**config.mk**
```make
export PLATFORM = sky130hd
export DESIGN_NAME = mc_ctrl_flat
export DESIGN_NICKNAME = d
export VERILOG_FILES = /design/src/rtl/cpu_defs.sv /design/src/rtl/mc_ctrl_if.sv /design/src/rtl/mc_ctrl_alu_dec.sv /design/src/rtl/mc_ctrl.sv /design/src/flat_wrapper.sv
export SDC_FILE = /design/constraint.sdc
export NUM_CORES = 1
export LEC_CHECK = 0
export CELL_PAD_IN_SITES_DETAIL_PLACEMENT = 0
export CELL_PAD_IN_SITES_GLOBAL_PLACEMENT = 1
export CORE_UTILIZATION = 27
export DETAILED_ROUTE_END_ITERATION = 16
export PLACE_DENSITY_LB_ADDON = 0.05
export SLEW_MARGIN = 10
export SYNTH_ARGS = -nofsm -noshare
export SYNTH_HDL_FRONTEND = slang
export SYNTH_SLANG_ARGS = --single-unit
```
**constraint.sdc**
```tcl
create_clock -name clk -period 4.1 [get_ports clk]
set_input_delay 0.41 -clock clk [delete_from_list [all_inputs] [get_ports clk]]
set_output_delay 0.41 -clock clk [all_outputs]
set_load 0.005 [all_outputs]
```
**src/rtl/cpu_defs.sv**
```systemverilog
// -----------------------------------------------------------------------------
// cpu_defs -- shared definitions for the multicycle CPU control path.
//   state_e   : controller state encoding (also exported on the debug port)
//   OP_* / FN_* : instruction opcode (IR[31:26]) and R-type funct (IR[5:0])
//   alu_op_e  : 3-bit ALU operation codes, shared by the controller and ALU
//   SRCB_* / PCSRC_* : datapath mux select encodings
// -----------------------------------------------------------------------------
package cpu_defs;

  typedef enum logic [3:0] {
    ST_FETCH  = 4'd0,
    ST_DECODE = 4'd1,
    ST_MEMADR = 4'd2,
    ST_MEMRD  = 4'd3,
    ST_MEMWB  = 4'd4,
    ST_MEMWR  = 4'd5,
    ST_RTEXEC = 4'd6,
    ST_RTWB   = 4'd7,
    ST_ADDIEX = 4'd8,
    ST_ADDIWB = 4'd9,
    ST_BRANCH = 4'd10,
    ST_JUMP   = 4'd11,
    ST_HALT   = 4'd12
  } state_e;

  localparam logic [5:0] OP_RTYPE = 6'h00;
  localparam logic [5:0] OP_LW    = 6'h23;
  localparam logic [5:0] OP_SW    = 6'h2B;
  localparam logic [5:0] OP_ADDI  = 6'h08;
  localparam logic [5:0] OP_BEQ   = 6'h04;
  localparam logic [5:0] OP_J     = 6'h02;

  localparam logic [5:0] FN_ADD = 6'h20;
  localparam logic [5:0] FN_SUB = 6'h22;
  localparam logic [5:0] FN_AND = 6'h24;
  localparam logic [5:0] FN_OR  = 6'h25;
  localparam logic [5:0] FN_NOR = 6'h27;
  localparam logic [5:0] FN_SLT = 6'h2A;

  typedef enum logic [2:0] {
    ALU_ADD  = 3'b000,
    ALU_SUB  = 3'b001,
    ALU_AND  = 3'b010,
    ALU_OR   = 3'b011,
    ALU_NOTA = 3'b100,
    ALU_SLTU = 3'b101
  } alu_op_e;

  localparam logic [1:0] SRCB_REGB    = 2'b00;
  localparam logic [1:0] SRCB_FOUR    = 2'b01;
  localparam logic [1:0] SRCB_IMM     = 2'b10;
  localparam logic [1:0] SRCB_IMM_SH2 = 2'b11;

  localparam logic [1:0] PCSRC_ALU    = 2'b00;
  localparam logic [1:0] PCSRC_ALUOUT = 2'b01;
  localparam logic [1:0] PCSRC_JUMP   = 2'b10;

endpackage

```
**src/rtl/mc_ctrl_if.sv**
```systemverilog
// -----------------------------------------------------------------------------
// mc_ctrl_if -- bundle between the multicycle controller and its datapath.
//   Datapath -> controller : opcode, funct, zero, mem_ready
//   Controller -> datapath : memory strobes (mem_req, mem_we, iord),
//                            PC/IR strobes (ir_write, pc_en, pc_src),
//                            ALU controls (alu_op, alu_src_a, alu_src_b),
//                            register file controls (reg_write, reg_dst,
//                            mem_to_reg), illegal pulse and debug state.
//   master : the controller side; slave : the datapath side.
// -----------------------------------------------------------------------------
interface mc_ctrl_if;

  logic [5:0] opcode;
  logic [5:0] funct;
  logic       zero;
  logic       mem_ready;

  logic       mem_req;
  logic       mem_we;
  logic       iord;
  logic       ir_write;
  logic       pc_en;
  logic [1:0] pc_src;
  logic [2:0] alu_op;
  logic       alu_src_a;
  logic [1:0] alu_src_b;
  logic       reg_write;
  logic       reg_dst;
  logic       mem_to_reg;
  logic       illegal;
  logic [3:0] state;

  modport master (
    input  opcode, funct, zero, mem_ready,
    output mem_req, mem_we, iord, ir_write, pc_en, pc_src, alu_op,
           alu_src_a, alu_src_b, reg_write, reg_dst, mem_to_reg,
           illegal, state
  );

  modport slave (
    output opcode, funct, zero, mem_ready,
    input  mem_req, mem_we, iord, ir_write, pc_en, pc_src, alu_op,
           alu_src_a, alu_src_b, reg_write, reg_dst, mem_to_reg,
           illegal, state
  );

endinterface

```
**src/rtl/mc_ctrl_alu_dec.sv**
```systemverilog
// -----------------------------------------------------------------------------
// alu_dec -- combinational R-type funct decoder.
//   funct_i  : IR[5:0]
//   alu_op_o : ALU operation for the funct (ALU_ADD when unmapped)
//   valid_o  : 1 when funct is one of the supported R-type operations
// -----------------------------------------------------------------------------
module alu_dec
  import cpu_defs::*;
(
  input  logic [5:0] funct_i,
  output alu_op_e    alu_op_o,
  output logic       valid_o
);

  // NOTE: every output gets a default before the case so no path leaves a
  // value unassigned; otherwise synthesis infers a latch.
  always_comb begin
    alu_op_o = ALU_ADD;
    valid_o  = 1'b1;
    case (funct_i)
      FN_ADD:  alu_op_o = ALU_ADD;
      FN_SUB:  alu_op_o = ALU_SUB;
      FN_AND:  alu_op_o = ALU_AND;
      FN_OR:   alu_op_o = ALU_OR;
      FN_NOR:  alu_op_o = ALU_NOTA;
      FN_SLT:  alu_op_o = ALU_SLTU;
      default: valid_o  = 1'b0;
    endcase
  end

endmodule

```
**src/rtl/mc_ctrl.sv**
```systemverilog
// -----------------------------------------------------------------------------
// mc_ctrl -- multicycle MIPS-style controller FSM.
//   clk   : rising-edge clock
//   rst_n : asynchronous active-low reset (forces FETCH, silences strobes)
//   bus   : mc_ctrl_if.master (instruction fields, ALU zero, memory handshake
//           in; datapath controls, illegal pulse and debug state out)
//   HALT_ON_ILLEGAL : 1 parks the FSM in HALT on an undecodable instruction,
//                     0 resumes at FETCH.
// Outputs are decoded from the current state; the only input-dependent ones
// are the FETCH strobes (mem_ready), pc_en in BRANCH (zero), the RTEXEC ALU
// op (funct) and the illegal pulse.
// -----------------------------------------------------------------------------
module mc_ctrl
  import cpu_defs::*;
#(
  parameter bit HALT_ON_ILLEGAL = 1'b0
) (
  input  logic      clk,
  input  logic      rst_n,
  mc_ctrl_if.master bus
);

  localparam state_e ILLEGAL_NEXT = HALT_ON_ILLEGAL ? ST_HALT : ST_FETCH;

  state_e     state_q, state_d;

  alu_op_e    rt_alu_op;
  logic       rt_valid;

  logic       mem_req_c, mem_we_c, iord_c, ir_write_c, pc_en_c;
  logic [1:0] pc_src_c;
  alu_op_e    alu_op_c;
  logic       alu_src_a_c;
  logic [1:0] alu_src_b_c;
  logic       reg_write_c, reg_dst_c, mem_to_reg_c, illegal_c;

  alu_dec u_alu_dec (
    .funct_i  (bus.funct),
    .alu_op_o (rt_alu_op),
    .valid_o  (rt_valid)
  );

  // NOTE: sequential state uses non-blocking assignments so every register
  // samples the pre-edge value, independent of process evaluation order.
  always_ff @(posedge clk or negedge rst_n) begin
    if (!rst_n) state_q <= ST_FETCH;
    else        state_q <= state_d;
  end

  always_comb begin
    state_d      = state_q;
    mem_req_c    = 1'b0;
    mem_we_c     = 1'b0;
    iord_c       = 1'b0;
    ir_write_c   = 1'b0;
    pc_en_c      = 1'b0;
    pc_src_c     = PCSRC_ALU;
    alu_op_c     = ALU_ADD;
    alu_src_a_c  = 1'b0;
    alu_src_b_c  = SRCB_REGB;
    reg_write_c  = 1'b0;
    reg_dst_c    = 1'b0;
    mem_to_reg_c = 1'b0;
    illegal_c    = 1'b0;

    unique case (state_q)
      ST_FETCH: begin
        // PC + 4 is computed while the instruction word is being read; both
        // IR and PC commit only on the cycle memory delivers.
        mem_req_c   = 1'b1;
        alu_src_b_c = SRCB_FOUR;
        ir_write_c  = bus.mem_ready;
        pc_en_c     = bus.mem_ready;
        if (bus.mem_ready) state_d = ST_DECODE;
      end

      ST_DECODE: begin
        // Speculative branch target PC + (imm << 2) lands in ALUOut.
        alu_src_b_c = SRCB_IMM_SH2;
        case (bus.opcode)
          OP_RTYPE:     state_d = ST_RTEXEC;
          OP_LW, OP_SW: state_d = ST_MEMADR;
          OP_ADDI:      state_d = ST_ADDIEX;
          OP_BEQ:       state_d = ST_BRANCH;
          OP_J:         state_d = ST_JUMP;
          default: begin
            illegal_c = 1'b1;
            state_d   = ILLEGAL_NEXT;
          end
        endcase
      end

      ST_MEMADR: begin
        alu_src_a_c = 1'b1;
        alu_src_b_c = SRCB_IMM;
        if (bus.opcode == OP_LW)      state_d = ST_MEMRD;
        else if (bus.opcode == OP_SW) state_d = ST_MEMWR;
        else                          state_d = ST_FETCH;
      end

      ST_MEMRD: begin
        mem_req_c = 1'b1;
        iord_c    = 1'b1;
        if (bus.mem_ready) state_d = ST_MEMWB;
      end

      ST_MEMWR: begin
        mem_req_c = 1'b1;
        mem_we_c  = 1'b1;
        iord_c    = 1'b1;
        if (bus.mem_ready) state_d = ST_FETCH;
      end

      ST_MEMWB: begin
        reg_write_c  = 1'b1;
        mem_to_reg_c = 1'b1;
        state_d      = ST_FETCH;
      end

      ST_RTEXEC: begin
        alu_src_a_c = 1'b1;
        if (rt_valid) begin
          alu_op_c = rt_alu_op;
          state_d  = ST_RTWB;
        end else begin
          illegal_c = 1'b1;
          state_d   = ILLEGAL_NEXT;
        end
      end

      ST_RTWB: begin
        reg_write_c = 1'b1;
        reg_dst_c   = 1'b1;
        state_d     = ST_FETCH;
      end

      ST_ADDIEX: begin
        alu_src_a_c = 1'b1;
        alu_src_b_c = SRCB_IMM;
        state_d     = ST_ADDIWB;
      end

      ST_ADDIWB: begin
        reg_write_c = 1'b1;
        state_d     = ST_FETCH;
      end

      ST_BRANCH: begin
        // A - B feeds the zero flag; the target computed in DECODE is taken
        // from ALUOut only when the operands are equal.
        alu_src_a_c = 1'b1;
        alu_op_c    = ALU_SUB;
        pc_src_c    = PCSRC_ALUOUT;
        pc_en_c     = bus.zero;
        state_d     = ST_FETCH;
      end

      ST_JUMP: begin
        pc_src_c = PCSRC_JUMP;
        pc_en_c  = 1'b1;
        state_d  = ST_FETCH;
      end

      ST_HALT: state_d = ST_HALT;

      default: state_d = ST_FETCH;
    endcase
  end

  // FETCH is the reset state and its strobes follow mem_ready, so the write
  // and request strobes are additionally qualified by rst_n to stay quiet
  // for the whole time reset is held.
  assign bus.mem_req    = mem_req_c   & rst_n;
  assign bus.mem_we     = mem_we_c    & rst_n;
  assign bus.ir_write   = ir_write_c  & rst_n;
  assign bus.pc_en      = pc_en_c     & rst_n;
  assign bus.reg_write  = reg_write_c & rst_n;

  assign bus.iord       = iord_c;
  assign bus.pc_src     = pc_src_c;
  assign bus.alu_op     = alu_op_c;
  assign bus.alu_src_a  = alu_src_a_c;
  assign bus.alu_src_b  = alu_src_b_c;
  assign bus.reg_dst    = reg_dst_c;
  assign bus.mem_to_reg = mem_to_reg_c;
  assign bus.illegal    = illegal_c;
  assign bus.state      = state_q;

endmodule

```
**src/flat_wrapper.sv**
```systemverilog
// flat-port wrapper written by rule: the top's interface ports become plain ports
module mc_ctrl_flat import cpu_defs::*;
#(
  parameter bit HALT_ON_ILLEGAL = 1'b0
)
  (clk, rst_n, bus_opcode, bus_funct, bus_zero, bus_mem_ready, bus_mem_req, bus_mem_we, bus_iord, bus_ir_write, bus_pc_en, bus_pc_src, bus_alu_op, bus_alu_src_a, bus_alu_src_b, bus_reg_write, bus_reg_dst, bus_mem_to_reg, bus_illegal, bus_state);
  mc_ctrl_if bus_i ();
  input  logic clk;
  input  logic rst_n;
  input wire logic [$bits(bus_i.opcode)-1:0] bus_opcode;
  input wire logic [$bits(bus_i.funct)-1:0] bus_funct;
  input wire logic [$bits(bus_i.zero)-1:0] bus_zero;
  input wire logic [$bits(bus_i.mem_ready)-1:0] bus_mem_ready;
  output wire logic [$bits(bus_i.mem_req)-1:0] bus_mem_req;
  output wire logic [$bits(bus_i.mem_we)-1:0] bus_mem_we;
  output wire logic [$bits(bus_i.iord)-1:0] bus_iord;
  output wire logic [$bits(bus_i.ir_write)-1:0] bus_ir_write;
  output wire logic [$bits(bus_i.pc_en)-1:0] bus_pc_en;
  output wire logic [$bits(bus_i.pc_src)-1:0] bus_pc_src;
  output wire logic [$bits(bus_i.alu_op)-1:0] bus_alu_op;
  output wire logic [$bits(bus_i.alu_src_a)-1:0] bus_alu_src_a;
  output wire logic [$bits(bus_i.alu_src_b)-1:0] bus_alu_src_b;
  output wire logic [$bits(bus_i.reg_write)-1:0] bus_reg_write;
  output wire logic [$bits(bus_i.reg_dst)-1:0] bus_reg_dst;
  output wire logic [$bits(bus_i.mem_to_reg)-1:0] bus_mem_to_reg;
  output wire logic [$bits(bus_i.illegal)-1:0] bus_illegal;
  output wire logic [$bits(bus_i.state)-1:0] bus_state;
  assign bus_i.opcode = bus_opcode;
  assign bus_i.funct = bus_funct;
  assign bus_i.zero = bus_zero;
  assign bus_i.mem_ready = bus_mem_ready;
  assign bus_mem_req = bus_i.mem_req;
  assign bus_mem_we = bus_i.mem_we;
  assign bus_iord = bus_i.iord;
  assign bus_ir_write = bus_i.ir_write;
  assign bus_pc_en = bus_i.pc_en;
  assign bus_pc_src = bus_i.pc_src;
  assign bus_alu_op = bus_i.alu_op;
  assign bus_alu_src_a = bus_i.alu_src_a;
  assign bus_alu_src_b = bus_i.alu_src_b;
  assign bus_reg_write = bus_i.reg_write;
  assign bus_reg_dst = bus_i.reg_dst;
  assign bus_mem_to_reg = bus_i.mem_to_reg;
  assign bus_illegal = bus_i.illegal;
  assign bus_state = bus_i.state;
  mc_ctrl #(.HALT_ON_ILLEGAL(HALT_ON_ILLEGAL)) u_core (.clk(clk), .rst_n(rst_n), .bus(bus_i));
endmodule
```
==> reports/qor.yml, run 1 <==
setup_path:
  slowest_delay_ns: 0.75
  crit_buf_inv: 1
  cp_cell_sequence: "nand2b_1 -> nor2_1 -> nand4_1 -> o22ai_1 -> clkdlybuf4s50_1"
  crit_slowest_cell: "dfrtp_1"
  critPathKind: "flop to output pin"
  reg2reg_depth: 5
  endpoint_kind: "output pin"
  worst-path-max-fanout: 23
  arrival_ns: 2.33
  path_delay_family: "flip-flops"
  r2r-start: "u_core.bus.state[1]"
  r2r-end: "u_core.bus.state[0]"
  start_kind: "flop"
  critPathRequiredTime_ns: 3.69
  reg2reg_setup_slack_ns: 2.28
finish:
  largest_reg_flops: 4
  syn_to_final_growth_pct: 53.5
  layout-drive-gt1-share: 0.0451
  diodes: 0
  fin_util: 0.458
  fillers: 253
  fin_nets: 151
  design_area_um2: 1060
global_route:
  grt_pass1_wl_um: 3650
  grt.total_usage: 0.176
  grt_overflow: 0
  grt_pass1_vias: 759
  antenna_found_initial: 0
  grt_max_degree: 24
routing:
  firstDrtPassIters: 4
  ant_nets: 0
  drtIter0Drc: 18
  viasPerCell: 5.30
  wirelength_um: 2060
  drc: 0
  wl_per_cell_um: 12.8
  vias: 853
clock_tree:
  cts_max_level: 1
  cts_tree: "built"
  cts_hold_buf: 0
  clock_latency_ns: 0.24
  cts_made_buffers: 3
  cts_setup_buffers: 0
  cts_sinks: 4
  root_buffer: "clkbuf_4"
  cts-resized-gates: 0
  clkTransAtPathRegs_ns: 0.04
  clock_path_buffers: 2
die:
  std_cell_rows: 17
  die_height_um: 52.6
  die_w_um: 52.6
  initial_core_util: 0.298
  io_pins: 37
  dieArea_um2: 2770
  coreArea_um2: 2320
power_and_ir_drop:
  switching_share: 0.385
  switchingPower_mw: 0.123
  total_power_mw: 0.320
  pwr-share-comb: 0.567
  intPower_mw: 0.197
  p_leak_nw: 0.366
  sequentialPowerShare: 0.280
  peakVddDrop_uv: 373
  power-per-cell-area_nw_per_um2: 301
  power_frac_clock: 0.153
timing:
  rsz0062_at_grt: "false"
  finalMaxSlewViolations: 0
  setup_viol: 0
  min_period_ns: 2.74
  max_freq_mhz: 365
  worst_pin_slew_ns: 0.657
  setup_tns_ns: 0
  period_share: 0.669
  clock_skew_ns: 0.00932
  fin_ws_ns: 1.36
  finalHoldViolCount: 0
  timing.slew.headroom: 0.562
logic_synthesis:
  syn_area_per_cell_um2: 6.78
  synth_area_um2: 692
  yosys_warnings: 0
  syn_nets: 118
  async_flop_share: 1.00
  synth-edff-count: 0
  ys_types: 39
  postSynthCellCount: 102
  ys_seq_area_frac: 0.145
  synth_flop_cell: "dfrtp_1"
  ys_ff_latch: 4
placed_design:
  pre_cts_ws_ns: 1.46
  portBuffers: 36
  gp_congestion: 0.780
  dp_hpwl_um: 1560
  dpl_cell_area_um2: 1040
worst_hold_path:
  hp-class: "primary input to async pin"
outcome:
  outcome: "complete, no violations"
run:
  max_cap_viol_count: 0
layer usage:
metal,part of all wire,up-vias,global-route usage
met3,0.045,0,0.0377
li1,-,442,-
met4,0,0,0.0263
met1,0.49,391,0.243
met5,0,-,0
met2,0.47,20,0.281
area by class of cell:
type                    instances  area, um^2  share of cell area
repair buffers                 36         360               0.339
multi-input cells              86         529               0.498
clock buffers                   3        22.5              0.0212
inverters                       4        15.0              0.0141
flip-flops and latches          4         100              0.0942
well taps                      28        35.0              0.0330
kinds of logic after synthesis:
group	Yosys count	synth area share
flip-flops	4	0.145
AND/OR/NAND/NOR	53	0.432
XOR/XNOR	4	0.0506
multiplexers	1	0.0163
buffers and inverters	12	0.0904
AO/OA/AOI/OAI	28	0.266
synth_stat cells (2+ instances only):
master | count | area share
nor3b_1 | 2 | 0.022
nor3_1 | 4 | 0.029
o22ai_1 | 2 | 0.018
nor2b_1 | 2 | 0.018
a21oi_1 | 5 | 0.036
nor4_1 | 2 | 0.018
a21boi_0 | 3 | 0.033
clkbuf_1 | 4 | 0.022
nand3_1 | 7 | 0.051
buf_6 | 2 | 0.033
buf_2 | 2 | 0.014
nor3_2 | 2 | 0.029
xor2_1 | 3 | 0.038
inv_1 | 4 | 0.022
nor2_1 | 12 | 0.065
nor4b_1 | 2 | 0.025
dfrtp_1 | 4 | 0.14
nand2_1 | 8 | 0.043
o21ai_0 | 7 | 0.051
o211ai_1 | 2 | 0.022
nand2b_1 | 3 | 0.027
nand3b_1 | 3 | 0.033
power by group through the flow:
stage	combinational (mW)	sequential [mW]	clock [mW]
floorplan	0.124	0.0541	0
global placement	0.181	0.0910	0
detailed placement	0.183	0.0916	0
CTS	0.184	0.0908	0.0504
global route	0.203	0.0971	0.0566
finish	0.181	0.0894	0.0490
worst register-to-register path: stages, from the launching register on:
cell      delay [ns]
dfrtp_1         0.75
nand2b_1        0.19
nor2_1          0.22
nand4_1         0.23
o311ai_0        0.18
a22o_1          0.19
worst max-delay path by stage:
stage,slack (ns),from,to,cells past startpoint
final,1.36,u_core.bus.state[1],bus_alu_op[0],5
after global routing,1.13,u_core.bus.state[1],bus_alu_op[1],5
after CTS,1.33,u_core.bus.state[1],bus_alu_op[0],5
after detailed placement,1.46,bus_funct[1],bus_alu_op[0],6
after global placement,1.43,bus_funct[2],bus_alu_op[0],6
after floorplan,2.42,u_core.bus.state[3],bus_alu_op[1],5
metrics by stage:
step	std cells	hold slack, ns
after floorplan	102	0.114
after global placement	158	0.709
after detailed placement	158	0.696
after CTS	161	0.444
after global routing	161	0.449
final	161	0.439
placed cells by master, fill, tap and decap left out, types with 4 or more instances in the layout:
master | synthesis | layout
dfrtp_1 | 4 | 4
clkdlybuf4s50_1 | 0 | 36
nor3_1 | 4 | 4
a21oi_1 | 5 | 5
o21ai_0 | 7 | 7
nand2_1 | 8 | 8
inv_1 | 4 | 4
nand3_1 | 7 | 7
nor2_1 | 12 | 12
Note: power is estimated with default switching activity, not from simulation.
==> run 2: changes to the inputs <==
Settings changed: CORE_UTILIZATION 27 to 25.
Clock period 4.1 ns to 2.6 ns, I/O delays scaled along.
==> reports/qor.yml, run 2 (synthesis results as in run 1) <==
clock_tree:
  clkTransAtPathRegs_ns: 0.04
  cts-resized-gates: 0
  clock_latency_ns: 0.24
  clock_path_buffers: 2
  cts_hold_buf: 0
  cts_made_buffers: 3
  cts_tree: "built"
  root_buffer: "clkbuf_4"
  cts_max_level: 1
  cts_setup_buffers: 0
  cts_sinks: 4
die:
  die_height_um: 54.6
  die_w_um: 54.6
  initial_core_util: 0.272
  coreArea_um2: 2540
  io_pins: 37
  dieArea_um2: 2980
  std_cell_rows: 18
finish:
  fillers: 273
  diodes: 0
  syn_to_final_growth_pct: 57.3
  design_area_um2: 1090
  final_cell_mix: "clkdlybuf4s50_1, nor2_1, nand2_1"
  layout_commonest_cell: "clkdlybuf4s50_1"
  fin_nets: 154
  largest_reg_flops: 4
  layout.cells.non_filler: 166
  layout-drive-gt1-share: 0.0735
global_route:
  antenna_found_initial: 0
  grt_max_degree: 22
  grt.met3_usage: 0.0333
  grt.total_usage: 0.155
  grt_use_met2: 0.265
  grt_pass1_wl_um: 3420
  grt_pass1_vias: 755
  gr-max-usage-layer: "met2"
  met1_usage: 0.199
  grt_overflow: 0
setup_path:
  r2r-end: "u_core.bus.state[0]"
  arrival_ns: 2.13
  critPathRequiredTime_ns: 2.34
  reg2reg_depth: 5
  slowest_delay_ns: 0.56
  r2r-start: "u_core.bus.state[3]"
  endpoint_kind: "output pin"
  worst-path-max-fanout: 12
  critPathKind: "flop to output pin"
  crit_slowest_cell: "dfrtp_1"
  cp_cell_sequence: "nand2b_1 -> nor2_1 -> nand3b_1 -> nor4b_1 -> clkdlybuf4s50_1"
  reg2reg_setup_slack_ns: 0.96
  start_kind: "flop"
placed_design:
  dp_hpwl_um: 1610
  portBuffers: 36
  dpl_cell_area_um2: 1060
  dp.cells: 163
  pre_cts_ws_ns: 0.244
  gp_congestion: 0.814
power_and_ir_drop:
  peakVddDrop_uv: 359
  p_leak_nw: 0.380
  power-per-cell-area_nw_per_um2: 483
timing:
  finalHoldViolCount: 0
  min_period_ns: 2.39
  period_share: 0.920
  finalMaxSlewViolations: 0
  setup_tns_ns: 0
  timing.hold.ws_ns: 0.304
  worst_pin_slew_ns: 0.437
  clock_skew_ns: 0.00398
  setup_viol: 0
  max_freq_mhz: 418
  timing.slew.headroom: 0.708
  rsz0062_at_grt: "false"
  fin_ws_ns: 0.209
outcome:
  outcome: "complete, no violations"
routing:
  vias: 901
  ant_nets: 0
  viasPerCell: 5.43
  wirelength_um: 2120
  firstDrtPassIters: 4
  drc: 0
  drtIter0Drc: 19
  wl_per_cell_um: 12.8
run:
  max_cap_viol_count: 0
worst_hold_path:
  hp-class: "primary input to async pin"
-- run 2: cell type report --
cell class | instances | area [um^2] | share of cell area
Timing Repair Buffer | 39 | 383 | 0.352
Multi-Input combinational cell | 86 | 529 | 0.486
Clock buffer | 3 | 22.5 | 0.0207
Inverter | 4 | 15.0 | 0.0138
Sequential cell | 4 | 101 | 0.0931
Tap cell | 30 | 37.5 | 0.0345
-- run 2: worst max-delay path by stage --
stage,start,to,slack (ns)
2_1_floorplan,u_core.bus.state[3],bus_alu_op[1],1.07
3_3_place_gp,bus_funct[2],bus_alu_op[0],0.21
3_5_place_dp,bus_funct[2],bus_alu_op[0],0.24
4_1_cts,u_core.bus.state[2],bus_alu_op[1],0.09
5_1_grt,u_core.bus.state[1],bus_alu_op[1],0.01
6_report,u_core.bus.state[1],bus_alu_op[1],0.21
-- run 2: power breakdown --
part / leakage (nW) / switching, mW / total, mW / internal, mW
combinational: 0.315 / 0.158 / 0.357 / 0.199
clock: 0.0138 / 0.0270 / 0.0787 / 0.0517
sequential: 0.0521 / 0.0151 / 0.0900 / 0.0749
-- run 2: critical path: cells and delay by family (launching register included) --
family | cells | cell delay, ns
buffers and inverters | 1 | 0.56
and+or+nand+nor | 4 | 0.79
DFF | 1 | 0.56
-- run 2: per-layer routing --
metal | share of wire | up-vias | wire length [um]
met2 | 0.47 | 35 | 1000
met5 | 0 | - | 0
met4 | 0.0057 | 0 | 12
met3 | 0.058 | 2 | 123
li1 | - | 449 | -
met1 | 0.46 | 415 | 981
-- run 2: stage by stage --
step	power, mW	util
2_1_floorplan	0.281	-
3_3_place_gp	0.452	0.418
3_5_place_dp	0.450	0.418
4_1_cts	0.531	0.427
5_1_grt	0.578	0.428
6_report	0.525	0.428
